`src/rtl/irq_pkg.sv`:
```
// Shared constants and types for the interrupt request-capture stage.
package irq_pkg;

    localparam int IRQ_N    = 8;
    localparam int IRQ_IDXW = 3;

    typedef logic [IRQ_N-1:0]    irq_vec_t;
    typedef logic [IRQ_IDXW-1:0] irq_idx_t;

endpackage : irq_pkg

```
`src/rtl/sync_edge_detect.sv`:
```
// Vectorised synchroniser chain plus previous-value flop per line.
// rise is high for one cycle when the synchronised line goes 0 -> 1.
module sync_edge_detect
    import irq_pkg::*;
#(
    parameter int W           = IRQ_N,
    parameter int SYNC_STAGES = 2
) (
    input  logic         clk,
    input  logic         rst_n,
    input  logic [W-1:0] d,
    output logic [W-1:0] rise
);

    logic [W-1:0] s_s;
    logic [W-1:0] prev_r;

    generate
        if (SYNC_STAGES == 0) begin : g_nosync
            // Input is already synchronous to clk.
            assign s_s = d;
        end else begin : g_sync
            logic [W-1:0] chain_r [SYNC_STAGES];

            // Shift raw requests through the synchroniser chain.
            always_ff @(posedge clk) begin
                if (!rst_n) begin
                    for (int i = 0; i < SYNC_STAGES; i++) begin
                        chain_r[i] <= {W{1'b0}};
                    end
                end else begin
                    chain_r[0] <= d;
                    for (int i = 1; i < SYNC_STAGES; i++) begin
                        chain_r[i] <= chain_r[i-1];
                    end
                end
            end

            assign s_s = chain_r[SYNC_STAGES-1];
        end
    endgenerate

    // Remember last cycle's synchronised value for edge detection.
    always_ff @(posedge clk) begin
        if (!rst_n) begin
            prev_r <= {W{1'b0}};
        end else begin
            prev_r <= s_s;
        end
    end

    assign rise = s_s & ~prev_r;

endmodule : sync_edge_detect

```
`src/rtl/irq_pending_latch.sv`:
```
// Request-capture stage feeding the 8-to-3 priority encoder: synchronises
// request lines, latches rising edges as sticky pending bits cleared by
// indexed acknowledge, masks the result and reports overflow / stray acks.
module irq_pending_latch
    import irq_pkg::*;
#(
    parameter int N           = IRQ_N,
    parameter int IDXW        = IRQ_IDXW,
    parameter int SYNC_STAGES = 2
) (
    input  logic            clk,
    input  logic            rst_n,
    input  logic [N-1:0]    req_in,
    input  logic            mask_wr,
    input  logic [N-1:0]    mask_din,
    input  logic            ack,
    input  logic [IDXW-1:0] ack_idx,
    input  logic            ovf_clr,
    output logic [N-1:0]    pending_out,
    output logic            irq,
    output logic [N-1:0]    overflow,
    output logic            ack_err
);

    logic [N-1:0] rise_s;
    logic [N-1:0] clr_s;
    logic [N-1:0] pend_next_s;
    logic [N-1:0] mask_next_s;
    logic [N-1:0] ovf_next_s;
    logic [N-1:0] pout_next_s;
    logic         ack_err_next_s;

    logic [N-1:0] pend_r;
    logic [N-1:0] mask_r;
    logic [N-1:0] ovf_r;
    logic [N-1:0] pending_out_r;
    logic         irq_r;
    logic         ack_err_r;

    sync_edge_detect #(
        .W           (N),
        .SYNC_STAGES (SYNC_STAGES)
    ) u_sync (
        .clk   (clk),
        .rst_n (rst_n),
        .d     (req_in),
        .rise  (rise_s)
    );

    // Decode the acknowledge index into a one-hot clear; out-of-range
    // indices decode to nothing, which also flags them as stray below.
    always_comb begin
        clr_s = {N{1'b0}};
        for (int i = 0; i < N; i++) begin
            if (ack && (ack_idx == IDXW'(i))) begin
                clr_s[i] = 1'b1;
            end else begin
                clr_s[i] = 1'b0;
            end
        end
    end

    // Next-state for pending, mask, overflow and the registered outputs.
    // A new edge beats a clear so a collision never loses the event.
    always_comb begin
        pend_next_s = (pend_r & ~clr_s) | rise_s;
        if (mask_wr) begin
            mask_next_s = mask_din;
        end else begin
            mask_next_s = mask_r;
        end
        ovf_next_s = ovf_r;
        if (ovf_clr) begin
            ovf_next_s = {N{1'b0}};
        end else begin
            ovf_next_s = ovf_r;
        end
        ovf_next_s     = ovf_next_s | (rise_s & pend_r & ~clr_s);
        pout_next_s    = pend_next_s & mask_next_s;
        // Stray-ack check uses the currently visible (old-mask) vector.
        ack_err_next_s = ack & ~(|(clr_s & pending_out_r));
    end

    // State and output registers; reset discards events and reopens the mask.
    always_ff @(posedge clk) begin
        if (!rst_n) begin
            pend_r        <= {N{1'b0}};
            mask_r        <= {N{1'b1}};
            ovf_r         <= {N{1'b0}};
            pending_out_r <= {N{1'b0}};
            irq_r         <= 1'b0;
            ack_err_r     <= 1'b0;
        end else begin
            pend_r        <= pend_next_s;
            mask_r        <= mask_next_s;
            ovf_r         <= ovf_next_s;
            pending_out_r <= pout_next_s;
            irq_r         <= |pout_next_s;
            ack_err_r     <= ack_err_next_s;
        end
    end

    assign pending_out = pending_out_r;
    assign irq         = irq_r;
    assign overflow    = ovf_r;
    assign ack_err     = ack_err_r;

endmodule : irq_pending_latch

```
`config.mk`:
```
export PLATFORM = sky130hd
export DESIGN_NAME = irq_pending_latch
export DESIGN_NICKNAME = d
export VERILOG_FILES = /design/src/rtl/irq_pkg.sv /design/src/rtl/sync_edge_detect.sv /design/src/rtl/irq_pending_latch.sv
export SDC_FILE = /design/constraint.sdc
export NUM_CORES = 1
export LEC_CHECK = 0
export BUFFER_PORTS_ARGS = -buffer_cell sky130_fd_sc_hd__buf_2
export CAP_MARGIN = 20
export CORE_MARGIN = 2
export CORE_UTILIZATION = 50
export DETAILED_ROUTE_END_ITERATION = 12
export PLACE_DENSITY = 0.77
export SYNTH_ARGS = -nofsm -noshare
export SYNTH_HDL_FRONTEND = slang
export SYNTH_SLANG_ARGS = --single-unit
export TNS_END_PERCENT = 1
```
`constraint.sdc`:
```
create_clock -name clk -period 3.2 [get_ports clk]
set_clock_uncertainty 0.1 [all_clocks]
set_input_delay 0.64 -clock clk [delete_from_list [all_inputs] [get_ports clk]]
set_output_delay 0.64 -clock clk [all_outputs]
set_load 0.01 [all_outputs]
```
Word level (Yosys, flattened, before mapping)

Memories as Yosys holds them, arrays and structs flattened.
Index checks and enable logic that the tools add are counted.

Register bits: 42
RAM bits: 16
Bits of input ports: 24
Output and inout bits: 18
Logic and storage cells: 54
Memories: 1

Equality and inequality tests: 7
Muxes and demuxes: 14
Bitwise logic cells: 14
Reductions and logical operators: 11

Memory list:

| name                  | words | bits a word | read ports | clocked after Yosys merged registers in | wr ports | RTL line               | RTL |
|---|---|---|---|---|---|---|---|
| u_sync.g_sync.chain_r | 2     | 8           | 2          | 0                                       | 2        | sync_edge_detect.sv:23 | `logic [W-1:0] chain_r [SYNC_STAGES];` |

Operator list:

| cell                                                | count |
|---|---|
| bitwise AND 8 bit                                   | 6 |
| 2-to-1 mux 8 bit                                    | 4 |
| inverter 8 bit                                      | 2 |
| bitwise OR 8 bit                                    | 2 |
| OR reduction 8 bit                                  | 2 |
| equality test 3 bit, second input constant          | 4 |
| 2-to-1 mux 1 bit                                    | 10 |
| logical AND 1 bit                                   | 8 |
| equality test 3 x 2 -> 1 bit, second input constant | 2 |
| equality test 3 x 1 -> 1 bit, second input constant | 1 |
| zero test 3 bit                                     | 1 |
| bitwise OR 1 bit                                    | 2 |
| bitwise AND 1 bit                                   | 1 |
| inverter 1 bit                                      | 1 |

Longest topological paths before layout

Depth in word-level cells: 8
Mapped depth: 5
Mapped depth without buffers: 4

Modules after synthesis

Synthesis repeated with hierarchy kept, for this count alone.

Cell total of the unflattened synthesis: 187
Area total of the unflattened synthesis: 2039.5 um^2

Modules (own cells, without submodules):

| module            | times used | cells an instance | area an instance (um^2) | seq. area each (um^2) |
|---|---|---|---|---|
| irq_pending_latch | 1          | 129               | 1325.0                  | 680.7 |
| sync_edge_detect  | 1          | 58                | 714.4                   | 480.5 |

Least setup slack after synthesis

OpenSTA, ideal clock, no wires.

Path kind: input -> register
Start: input port ack
End: register irq_r, in the netlist irq
Setup time: 143 ps
Arrival time: 1806 ps
Required time: 2957 ps
Path slack: 1152 ps
Cell stages on the path: 5
Path through: buf_2 -> or4b_4 -> a22o_1 -> a222oi_1 -> a41oi_1

Longest elaborated chain between the ends: 7
Elaborated cells on any way between the ends: 21
Classes of those cells: mux: 8; bitwise: 4; reduce/logical: 9

Ends and longest elaborated chain:

| element                | RTL line                | RTL |
|---|---|---|
| from (decl)            | irq_pending_latch.sv:16 | `input logic ack,` |
| logical AND 1 bit      | irq_pending_latch.sv:55 | `if (ack && (ack_idx == IDXW'(i))) begin` |
| 2-to-1 mux 1 bit       | irq_pending_latch.sv:55 |  |
| inverter 8 bit (*)     | irq_pending_latch.sv:66 | `pend_next_s = (pend_r & ~clr_s) \| rise_s;` |
| bitwise AND 8 bit (*)  | irq_pending_latch.sv:66 |  |
| bitwise OR 8 bit (*)   | irq_pending_latch.sv:66 |  |
| bitwise AND 8 bit (*)  | irq_pending_latch.sv:79 | `pout_next_s = pend_next_s & mask_next_s;` |
| OR reduction 8 bit (*) | irq_pending_latch.sv:98 | `irq_r <= \|pout_next_s;` |
| to (signal assigned)   | irq_pending_latch.sv:98 |  |
| to (decl)              | irq_pending_latch.sv:37 | `logic irq_r;` |

Mark *: on every way between the ends. The rest lies on a longest branch, timed or not.
A chain may end at the register's enable or synchronous reset.

Worst setup path after layout

Start: input port ack_idx[0]
End: register irq_r, in the netlist irq

Longest elaborated chain between the ends: 8
Elaborated cells on any way between the ends: 29
Classes of those cells: eq/ne: 7; mux: 8; bitwise: 4; reduce/logical: 10

Ends and longest elaborated chain:

| element                                                    | RTL line                | RTL |
|---|---|---|
| from (decl)                                                | irq_pending_latch.sv:17 | `input logic [IDXW-1:0] ack_idx,` |
| equality test 3 x 1 -> 1 bit, or another cell as far along | irq_pending_latch.sv:55 |  |
| logical AND 1 bit                                          | irq_pending_latch.sv:55 |  |
| 2-to-1 mux 1 bit                                           | irq_pending_latch.sv:55 |  |
| inverter 8 bit (*)                                         | irq_pending_latch.sv:66 |  |
| bitwise AND 8 bit (*)                                      | irq_pending_latch.sv:66 |  |
| bitwise OR 8 bit (*)                                       | irq_pending_latch.sv:66 |  |
| bitwise AND 8 bit (*)                                      | irq_pending_latch.sv:79 |  |
| OR reduction 8 bit (*)                                     | irq_pending_latch.sv:98 |  |

Marked as above.

==> impl_metrics.toml <==
[outcome]
status = "finished, final reports clean"

[route]
wirelength_um = 3674
drtAntennaViolNets = 0
remaining_drc_errors = 0
routedWlPerCell_um = 12.45
drt_first_pass_iters = 4
routed-via-count = 1439
drt_iter0_drc = 53
via_per_inst = 4.878

[yosys]
synth_edf_count = 0
netlist_instances = 198
yosys_warnings = 0
synth_cell_types = 38
synth.most_common_cell = "dfxtp_1"
netlist_area_mm2 = 0.002053
yosysSeqAreaShare_pct = 56.55
synth_top_area_share_pct = 56.55
netlist_top_cells_count = "dfxtp_1, and2_1, nand2_1"
synth-main-ff-cell = "dfxtp_1"
synthTopCellsByArea = "dfxtp_1, and2_1, mux2i_1"
synth_nets = 222
yosysTopAreaCell = "dfxtp_1"
synthArstFlopShare_pct = 0
syn_avg_cell_area_um2 = 10.37
ys_ff_latch = 58

[power_and_ir_drop]
powerDensity_mw_per_mm2 = 673.8
ir_worst_vdd_uv = 393.7
p_leak_nw = 1.117

[critical_path]
slowest_stage = "or4b_4"
crit_chain = "buf_2 > or4b_4 > a22o_1 > a222oi_1 > a41oi_1"
cp_top_family = "compound AO/OA/AOI/OAI gates"
crit_buf_inv = 1
end_kind = "flop"
regToRegSetupSlack_ps = 1830
cp_max_fo = 13
crit_required_ps = 3290
crit_type = "in2reg"
worstPathArrival_ps = 2000
critical_path.max_stage_delay_ps = 550
startpoint_type = "input pin"

[cells_and_area]
finalNonFillerCells = 295
area_delta_synth_final_pct = 22.73
drive_above_1_share_pct = 26.53
fill_cells = 336
antenna_cells = 0
fin_nets = 264

[clock_tree]
cts_tree = "yes"
htree_levels = 3
clkSinkCount = 58
hold_buffers = 0
post_cts_resized = 0
cts_buffers = 9
clkTransAtPathRegs_ps = 60
cts_root_buf = "clkbuf_8"
ctsLongestPathBuffers = 2
postCtsSetupBuffers = 0
clk_latency_ps = 330

[sta]
fin_tns_setup_ps = 0
setup_viol = 0
tightestPinTransition_ps = 378.6
hold_viol_final = 0
fmax_mhz = 524.0
report.final.slew_viol_count = 0
holdWs_ps = 325.6
slew_headroom_pct = 74.74
layout_min_cycle_time_ps = 1908
fin_crit_sh_pct = 59.63
rsz0062_at_grt = "false"

[die]
core_area_mm2 = 0.003971
die_h_um = 68.08
ios = 42
die_x_um = 68.08
design.die.area_mm2 = 0.004635
start_util_pct = 51.70
placementRows = 23

[global_routing]
grt_max_degree = 44
grt_remaining_overflow = 0
gr-usage-met3_pct = 5.921
antenna_found_initial = 0
use_met1_pct = 21.24
top_usage_layer = "met2"
gr-usage-all-layers_pct = 17.87
grt_util_met2_pct = 27.31
grt_pass1_wl_um = 5720
grt_pass1_vias = 1268

[flow_run]
drv_cap = 0

[worst_hold_path]
hp-class = "reg2reg"

[place]
dp.cells = 279
routabilityCongestion = 0.8628
port_buffers = 41
dp_hpwl_um = 2570
[cell families after synthesis]
kind of cell,share of synthesized area [%]
AND/OR/NAND/NOR,24.07
buffers and inverters,4.936
AO/OA/AOI/OAI,9.446
flip-flops,56.55
multiplexers,4.997
[flip-flops by register name, indices dropped and copies added (netlist names)]
| register | flops |
|---|---|
| ack_err | 1 |
| irq | 1 |
| mask_r | 8 |
| overflow | 8 |
| pend_r | 8 |
| pending_out | 8 |
| u_sync.g_sync.chain_r | 16 |
| u_sync.prev_r | 8 |
[layer usage]
metal | routed length (µm) | up-vias
li1 | - | 753
met1 | 1698 | 634
met2 | 1645 | 42
met3 | 249 | 10
met4 | 80 | 0
met5 | 0 | -
[worst reg2reg max path, cell delays in order (launching register included)]
cell and delay, ps:
dfxtp_1 320, nor2b_1 260, nor2_1 70, o32a_1 330, a41oi_1 210
[layout make-up]
type,count,area (µm²),area share [%]
inverters,11,41.29,1.639
multi-input cells,118,790.8,31.38
flip-flops and latches,58,1161,46.08
well taps,50,62.56,2.483
repair buffers,42,212.7,8.441
clock buffers,11,151.4,6.008
clock inverters,5,100.1,3.972
[layout by cell type (no fill, tap or decap), types with 2 or more instances in the layout]
cell       netlist  final
nor2b_1          8      8
a22oi_1          2      2
buf_2            3     41
nor2_1           8      8
nand4_1          4      4
and3_1           2      2
nand2b_1         4      4
mux2i_1          8      8
nor3_1           3      3
clkbuf_8         0     11
and2_1          29     29
clkinv_2         0      2
inv_1           11     11
o2bb2ai_1        2      2
a22o_1           2      2
bufinv_16        0      3
nand4bb_1        2      2
o21a_1           2      2
o21ai_0          2      2
a21oi_1          8      8
dfxtp_1         58     58
nand4b_1         2      2
nand3b_1         2      2
nand2_1         12     12
a32oi_1          2      2
[report_power, final]
part           leakage, nW  internal [mW]  switching (mW)
combinational        0.512         0.0500          0.0570
sequential           0.476          0.753          0.0109
clock                0.129          0.557           0.270
total                 1.12           1.36           0.338
[metrics by stage]
stage	setup slack (ps)	power, mW	cell area [µm²]	util, %
after detailed placement	958.6	0.8873	2268	57.12
after floorplan	1152	0.8528	2053	-
after global routing	1174	1.764	2520	63.45
final	1292	1.698	2520	63.45
after CTS	1310	1.716	2520	63.45
after global placement	1015	0.8834	2268	57.12
[path summary, 6_finish.rpt]
check / startpoint / endpoint / depth (start not counted)
worst max-delay path: ack_idx[0] / irq / 5
worst min-delay path: u_sync.g_sync.chain_r[0][7] / u_sync.g_sync.chain_r[0][15] / 1
worst max register to register: u_sync.g_sync.chain_r[0][12] / irq / 4
worst min register to register: u_sync.g_sync.chain_r[0][7] / u_sync.g_sync.chain_r[0][15] / 1
No activity file was read; power rests on OpenSTA's default activity.
